`src/rtl/div_unit_if.sv`:
```
// Handshake/operand bundle between the EX stage (master) and the divider (slave).
interface div_unit_if #(
    parameter int DATA_W = 32
);
    logic                  signed_div_i;
    logic [DATA_W-1:0]     opdata1_i;
    logic [DATA_W-1:0]     opdata2_i;
    logic                  start_i;
    logic                  annul_i;
    logic [2*DATA_W-1:0]   result_o;
    logic                  ready_o;

    modport master (
        output signed_div_i, opdata1_i, opdata2_i, start_i, annul_i,
        input  result_o, ready_o
    );

    modport slave (
        input  signed_div_i, opdata1_i, opdata2_i, start_i, annul_i,
        output result_o, ready_o
    );
endinterface

```
`src/rtl/div_unit.sv`:
```
// Multi-cycle radix-2 restoring divider for MIPS div/divu.
// Operands are reduced to magnitudes on start, one quotient bit is produced
// per cycle, and signs are reapplied when the result is registered.
// result_o = {remainder, quotient}, valid while ready_o=1.
module div_unit #(
    parameter int DATA_W = 32
) (
    input  logic      clk,
    input  logic      rst,
    div_unit_if.slave bus
);
    localparam int CNT_W = $clog2(DATA_W) + 1;

    typedef enum logic [1:0] {FREE, BYZERO, ON, END} state_e;

    state_e              state, state_nxt;
    logic [CNT_W-1:0]    cnt;
    logic [DATA_W:0]     rem;       // partial remainder, one guard bit
    logic [DATA_W-1:0]   dq;        // dividend bits shift out, quotient bits shift in
    logic [DATA_W-1:0]   divisor;   // |b|
    logic                q_neg;
    logic                r_neg;
    logic [2*DATA_W-1:0] result_q;
    logic                ready_q;

    logic                go;
    logic                a_neg, b_neg;
    logic [DATA_W-1:0]   a_abs, b_abs;
    logic [DATA_W:0]     rem_sh;
    logic [DATA_W:0]     rem_nxt;
    logic                q_bit;
    logic                last_iter;
    logic [DATA_W-1:0]   q_fin, r_fin;

    assign go        = bus.start_i & ~bus.annul_i;
    assign a_neg     = bus.signed_div_i & bus.opdata1_i[DATA_W-1];
    assign b_neg     = bus.signed_div_i & bus.opdata2_i[DATA_W-1];
    // 2^31 magnitude stays exact: -0x80000000 == 0x80000000 as unsigned.
    assign a_abs     = a_neg ? -bus.opdata1_i : bus.opdata1_i;
    assign b_abs     = b_neg ? -bus.opdata2_i : bus.opdata2_i;

    assign rem_sh    = {rem[DATA_W-1:0], dq[DATA_W-1]};
    assign q_bit     = (rem_sh >= {1'b0, divisor});
    assign rem_nxt   = q_bit ? (rem_sh - {1'b0, divisor}) : rem_sh;
    assign last_iter = (cnt == CNT_W'(DATA_W));

    assign q_fin     = q_neg ? -dq : dq;
    assign r_fin     = r_neg ? -rem[DATA_W-1:0] : rem[DATA_W-1:0];

    assign bus.result_o = result_q;
    assign bus.ready_o  = ready_q;

    // State register.
    always_ff @(posedge clk or negedge rst) begin
        if (!rst) state <= FREE;
        else      state <= state_nxt;
    end

    // Next-state logic; annul wins over start and over any in-flight work.
    always_comb begin
        state_nxt = state;
        case (state)
            FREE: begin
                if (go) state_nxt = (bus.opdata2_i == '0) ? BYZERO : ON;
            end
            BYZERO: begin
                state_nxt = bus.annul_i ? FREE : END;
            end
            ON: begin
                if (bus.annul_i)    state_nxt = FREE;
                else if (last_iter) state_nxt = END;
            end
            END: begin
                if (!bus.start_i) state_nxt = FREE;
            end
            default: state_nxt = FREE;
        endcase
    end

    // Datapath: operand latch, per-cycle iteration, result/ready registers.
    always_ff @(posedge clk or negedge rst) begin
        if (!rst) begin
            cnt      <= '0;
            rem      <= '0;
            dq       <= '0;
            divisor  <= '0;
            q_neg    <= 1'b0;
            r_neg    <= 1'b0;
            result_q <= '0;
            ready_q  <= 1'b0;
        end else begin
            case (state)
                FREE: begin
                    ready_q  <= 1'b0;
                    result_q <= '0;
                    if (go && bus.opdata2_i != '0) begin
                        dq      <= a_abs;
                        divisor <= b_abs;
                        rem     <= '0;
                        cnt     <= '0;
                        q_neg   <= a_neg ^ b_neg;
                        r_neg   <= a_neg;
                    end
                end
                BYZERO: begin
                    if (!bus.annul_i) begin
                        result_q <= '0;
                        ready_q  <= 1'b1;
                    end
                end
                ON: begin
                    if (!bus.annul_i) begin
                        if (last_iter) begin
                            result_q <= {r_fin, q_fin};
                            ready_q  <= 1'b1;
                        end else begin
                            rem <= rem_nxt;
                            dq  <= {dq[DATA_W-2:0], q_bit};
                            cnt <= cnt + CNT_W'(1);
                        end
                    end
                end
                END: begin
                    if (!bus.start_i) begin
                        ready_q  <= 1'b0;
                        result_q <= '0;
                    end
                end
                default: ;
            endcase
        end
    end
endmodule
```
`src/flat_wrapper.sv`:
```
// flat-port wrapper written by rule: the top's interface ports become plain ports
module div_unit_flat 
#(
    parameter int DATA_W = 32
)
  (clk, rst, bus_signed_div_i, bus_opdata1_i, bus_opdata2_i, bus_start_i, bus_annul_i, bus_result_o, bus_ready_o);
  div_unit_if #(.DATA_W(DATA_W)) bus_i ();
  input  logic clk;
  input  logic rst;
  input wire logic [$bits(bus_i.signed_div_i)-1:0] bus_signed_div_i;
  input wire logic [$bits(bus_i.opdata1_i)-1:0] bus_opdata1_i;
  input wire logic [$bits(bus_i.opdata2_i)-1:0] bus_opdata2_i;
  input wire logic [$bits(bus_i.start_i)-1:0] bus_start_i;
  input wire logic [$bits(bus_i.annul_i)-1:0] bus_annul_i;
  output wire logic [$bits(bus_i.result_o)-1:0] bus_result_o;
  output wire logic [$bits(bus_i.ready_o)-1:0] bus_ready_o;
  assign bus_i.signed_div_i = bus_signed_div_i;
  assign bus_i.opdata1_i = bus_opdata1_i;
  assign bus_i.opdata2_i = bus_opdata2_i;
  assign bus_i.start_i = bus_start_i;
  assign bus_i.annul_i = bus_annul_i;
  assign bus_result_o = bus_i.result_o;
  assign bus_ready_o = bus_i.ready_o;
  div_unit #(.DATA_W(DATA_W)) u_core (.clk(clk), .rst(rst), .bus(bus_i));
endmodule
```
`config.mk`:
```
export PLATFORM = sky130hd
export DESIGN_NAME = div_unit_flat
export DESIGN_NICKNAME = d
export VERILOG_FILES = /design/src/rtl/div_unit_if.sv /design/src/rtl/div_unit.sv /design/src/flat_wrapper.sv
export SDC_FILE = /design/constraint.sdc
export NUM_CORES = 1
export LEC_CHECK = 0
export CAP_MARGIN = 20
export CORE_ASPECT_RATIO = 2
export CORE_MARGIN = 2
export CORE_UTILIZATION = 30
export CTS_CLUSTER_SIZE = 25
export DETAILED_ROUTE_END_ITERATION = 7
export PLACE_DENSITY = 0.55
export SYNTH_ARGS = -nofsm -noshare
export SYNTH_HDL_FRONTEND = slang
export SYNTH_SLANG_ARGS = --single-unit
```
`constraint.sdc`:
```
create_clock -name clk -period 6.08 [get_ports clk]
set_input_delay 1.216 -clock clk [delete_from_list [all_inputs] [get_ports clk]]
set_output_delay 1.216 -clock clk [all_outputs]
set_load 0.03 [all_outputs]
```
==> out/metrics.yaml <==
timing:
  timing.fmax_mhz: 223.4
  drv_slew: 0
  fin_skew_ns: 0.009046
  tightest_slew_ns: 1.014
  setup_tns_ns: 0
  max-slew-margin-rel_pct: 31.52
  fin_crit_sh_pct: 73.61
  whs_ns: 0.4773
  hold_violations: 0
  setup_viol: 0
  fin_crit_ns: 4.475
  rsz0062_at_grt: "false"
power:
  ir_drop_mv: 0.2992
  p_seq_share_pct: 27.9
  p_leak_nw: 5.847
  p_sw_mw: 3.437
  cellPowerDensity_mw_per_mm2: 537.5
  switching_share_pct: 46.65
  clockPowerShare_pct: 16.0
  p_comb_share_pct: 56.0
  internal-power_mw: 3.931
floorplanning:
  io_pins: 134
  die_y_um: 278.5
  fp.dieW_um: 141.2
  design.core.area_mm2: 0.03716
  die_area_mm2: 0.03932
  start_util_pct: 30.40
  fp-row-count: 100
finish:
  drive_gt1_share_pct: 4.054
  n_antenna_cell: 0
  nets: 1582
  syn_to_final_growth_pct: 21.33
  fillers: 3817
clocking:
  cts_buffers: 17
  cts_tree: "done"
  hold_buffers: 0
  insertion_delay_ns: 0.46
  clockBufferDepth: 2
  cts_setup_buffers: 0
  path_clk_slew_ns: 0.07
  cts_resized: 0
  cts.sinks: 171
  cts-root-buf: "clkbuf_16"
  cts_htree_levels: 4
run:
  cap_violations: 0
synthesis:
  ys_ff_latch: 171
  synth-seq-area-share_pct: 37.87
  async_flop_share_pct: 100.0
  synth-edff-count: 0
  synth_area_leader_cell: "dfrtp_1"
  synth_fa_ha_area_share_pct: 4.828
  synth_cells: 1366
  synth_top_cell_area_share_pct: 37.87
  synthMuxAreaShare_pct: 2.403
  synth_compound_area_share_pct: 21.15
  synth-xor-area-share_pct: 11.16
  netlist_area_mm2: 0.01130
  ys.flop_type: "dfrtp_1"
  synth_area_per_cell_um2: 8.271
  synth_cell_types: 60
  synth_nets: 1478
  yosysWarnings: 0
  synthSimpleGateAreaFrac_pct: 18.29
  synth_top_family_by_area: "compound AO/OA/AOI/OAI gates"
  yosys-top-cells-count: "nand2_1 (209), dfrtp_1 (171), o21ai_0 (166), a21oi_1 (116), nor2_1 (91)"
  synth_top_cells_by_area: "dfrtp_1 (38%), o21ai_0 (7.4%), nand2_1 (6.9%), xor2_1 (6.7%), a21oi_1 (5.1%)"
  yosysMostFrequentCell: "nand2_1"
run_status:
  status: "finished clean"
routing:
  ant_nets: 0
  wl_per_cell_um: 17.19
  drt_iter0_drc: 507
  finalWirelength_mm: 33.32
  drtPass1Iterations: 5
  viasPerCell: 5.113
  drc: 0
  vias: 9914
worst_setup_path:
  crit_type: "in2reg"
  cp_top_family: "simple AND/OR/NAND/NOR gates"
  cp_cell_sequence: "clkdlybuf4s50_1 > inv_1 > ha_1 > nor3b_1 > nand4_1 > nor3_2 > nand2_1 > o311a_1 > nand2_1 > buf_4 > nor3_1 > mux2i_1 > o211ai_1"
  worstPathRequired_ns: 6.40
  max_stage_delay_ns: 0.70
  critical-path-slowest-cell: "o311a_1"
  path_buf_inv: 3
  crit_fanout: 24
  cp-end-kind: "register"
  critPathLaunchType: "input port"
  arrival_ns: 4.79
  cpMostUsedCell: "nand2_1"
global_route:
  grt_max_degree: 93
  grt_pass1_wl_mm: 52.86
  track_usage_pct: 17.21
  grt.overflow.total: 0
  antenna_found_initial: 0
  grt_pass1_vias: 9863
placement:
  place_congestion: 0.8719
  placement.io_buffers: 133
  dp_hpwl_mm: 26.00
worst_hold_path:
  worstHoldPathType: "reg2reg"
==> layout make-up <==
class | instances | area, µm² | area share (%)
Clock buffer | 21 | 440.4 | 3.213
Clock inverter | 8 | 170.2 | 1.241
Inverter | 59 | 221.5 | 1.616
Multi-Input combinational cell | 1072 | 6558 | 47.84
Sequential cell | 171 | 4279 | 31.22
Tap cell | 459 | 574.3 | 4.190
Timing Repair Buffer | 149 | 1465 | 10.69
==> worst reg2reg max path: stages (launching register included) <==
cell and delay [ns]:
dfrtp_1 0.42, inv_1 0.24, ha_1 0.23, inv_1 0.06, fa_1 0.39, a21o_1 0.20
a221oi_1 0.48, a211oi_1 0.21, o31ai_1 0.59, a31oi_1 0.21, a221oi_1 0.37, xor2_1 0.18
o21ai_0 0.08
==> flip-flops by register name, indices dropped and copies added (netlist names) <==
signal and cells:
u_core.dq 32, u_core.rem 32, u_core.divisor 32, u_core.bus.ready_o 1
u_core.state 2, u_core.q_neg 1, u_core.cnt 6, u_core.bus.result_o 64
u_core.r_neg 1
==> kinds of logic after synthesis <==
group / Yosys count
DFF: 171
AOI/OAI and AO/OA: 410
muxes: 27
and+or+nand+nor: 448
buffers and inverters: 123
adders and majority gates: 43
xor gates and xnor gates: 144
==> cell usage in the layout, fill, tap and decap left out, drive strengths merged, types with 42 or more instances in the layout <==
| cell | instances |
|---|---|
| clkdlybuf4s50 | 132 |
| nor2 | 91 |
| xnor2 | 57 |
| a21oi | 116 |
| dfrtp | 171 |
| ha | 42 |
| xor2 | 87 |
| o21ai | 172 |
| nand2 | 209 |
| inv | 58 |
==> metrics by stage <==
step | utilization [%] | worst slack (ns) | cells | cell area (µm²) | power (mW)
4_1_cts | 36.89 | 1.559 | 1939 | 13710 | 7.451
6_report | 36.89 | 1.605 | 1939 | 13710 | 7.368
2_1_floorplan | - | 2.543 | 1366 | 11300 | 4.948
3_5_place_dp | 35.25 | 1.081 | 1910 | 13100 | 6.244
5_1_grt | 36.89 | 1.238 | 1939 | 13710 | 7.975
3_3_place_gp | 35.25 | 1.154 | 1910 | 13100 | 6.175
==> routing by layer <==
metal / track usage, % / part of all wire [%] / up-vias / routed length [µm]
met4: 7.436 / 3.2 / 0 / 1056
met2: 34.33 / 57 / 216 / 19000
met5: 0 / 0 / - / 0
li1: - / - / 5003 / -
met3: 2.340 / 3.4 / 49 / 1128
met1: 17.27 / 36 / 4646 / 12140
==> power groups by stage <==
stage	Combinational [mW]	Clock [mW]	Sequential, mW
floorplan	2.77	0	2.18
global placement	4.11	0	2.06
detailed placement	4.16	0	2.08
CTS	4.18	1.21	2.06
global route	4.59	1.26	2.13
finish	4.13	1.18	2.06
==> path summary, 6_finish.rpt <==
kind	startpoint	endpoint	slack (ns)	cells after the start
hold reg to reg	u_core.bus.result_o[17]	u_core.bus.result_o[17]	0.48	2
max in group asynchronous	rst	u_core.rem[29]	4.10	2
setup reg to reg	u_core.dq[31]	u_core.rem[30]	2.31	12
min in group asynchronous	rst	u_core.bus.result_o[33]	0.82	1
setup / recovery	bus_opdata2_i[0]	u_core.rem[31]	1.60	13
hold / removal	u_core.bus.result_o[17]	u_core.bus.result_o[17]	0.48	2
Note: power is estimated with default switching activity, not from simulation.
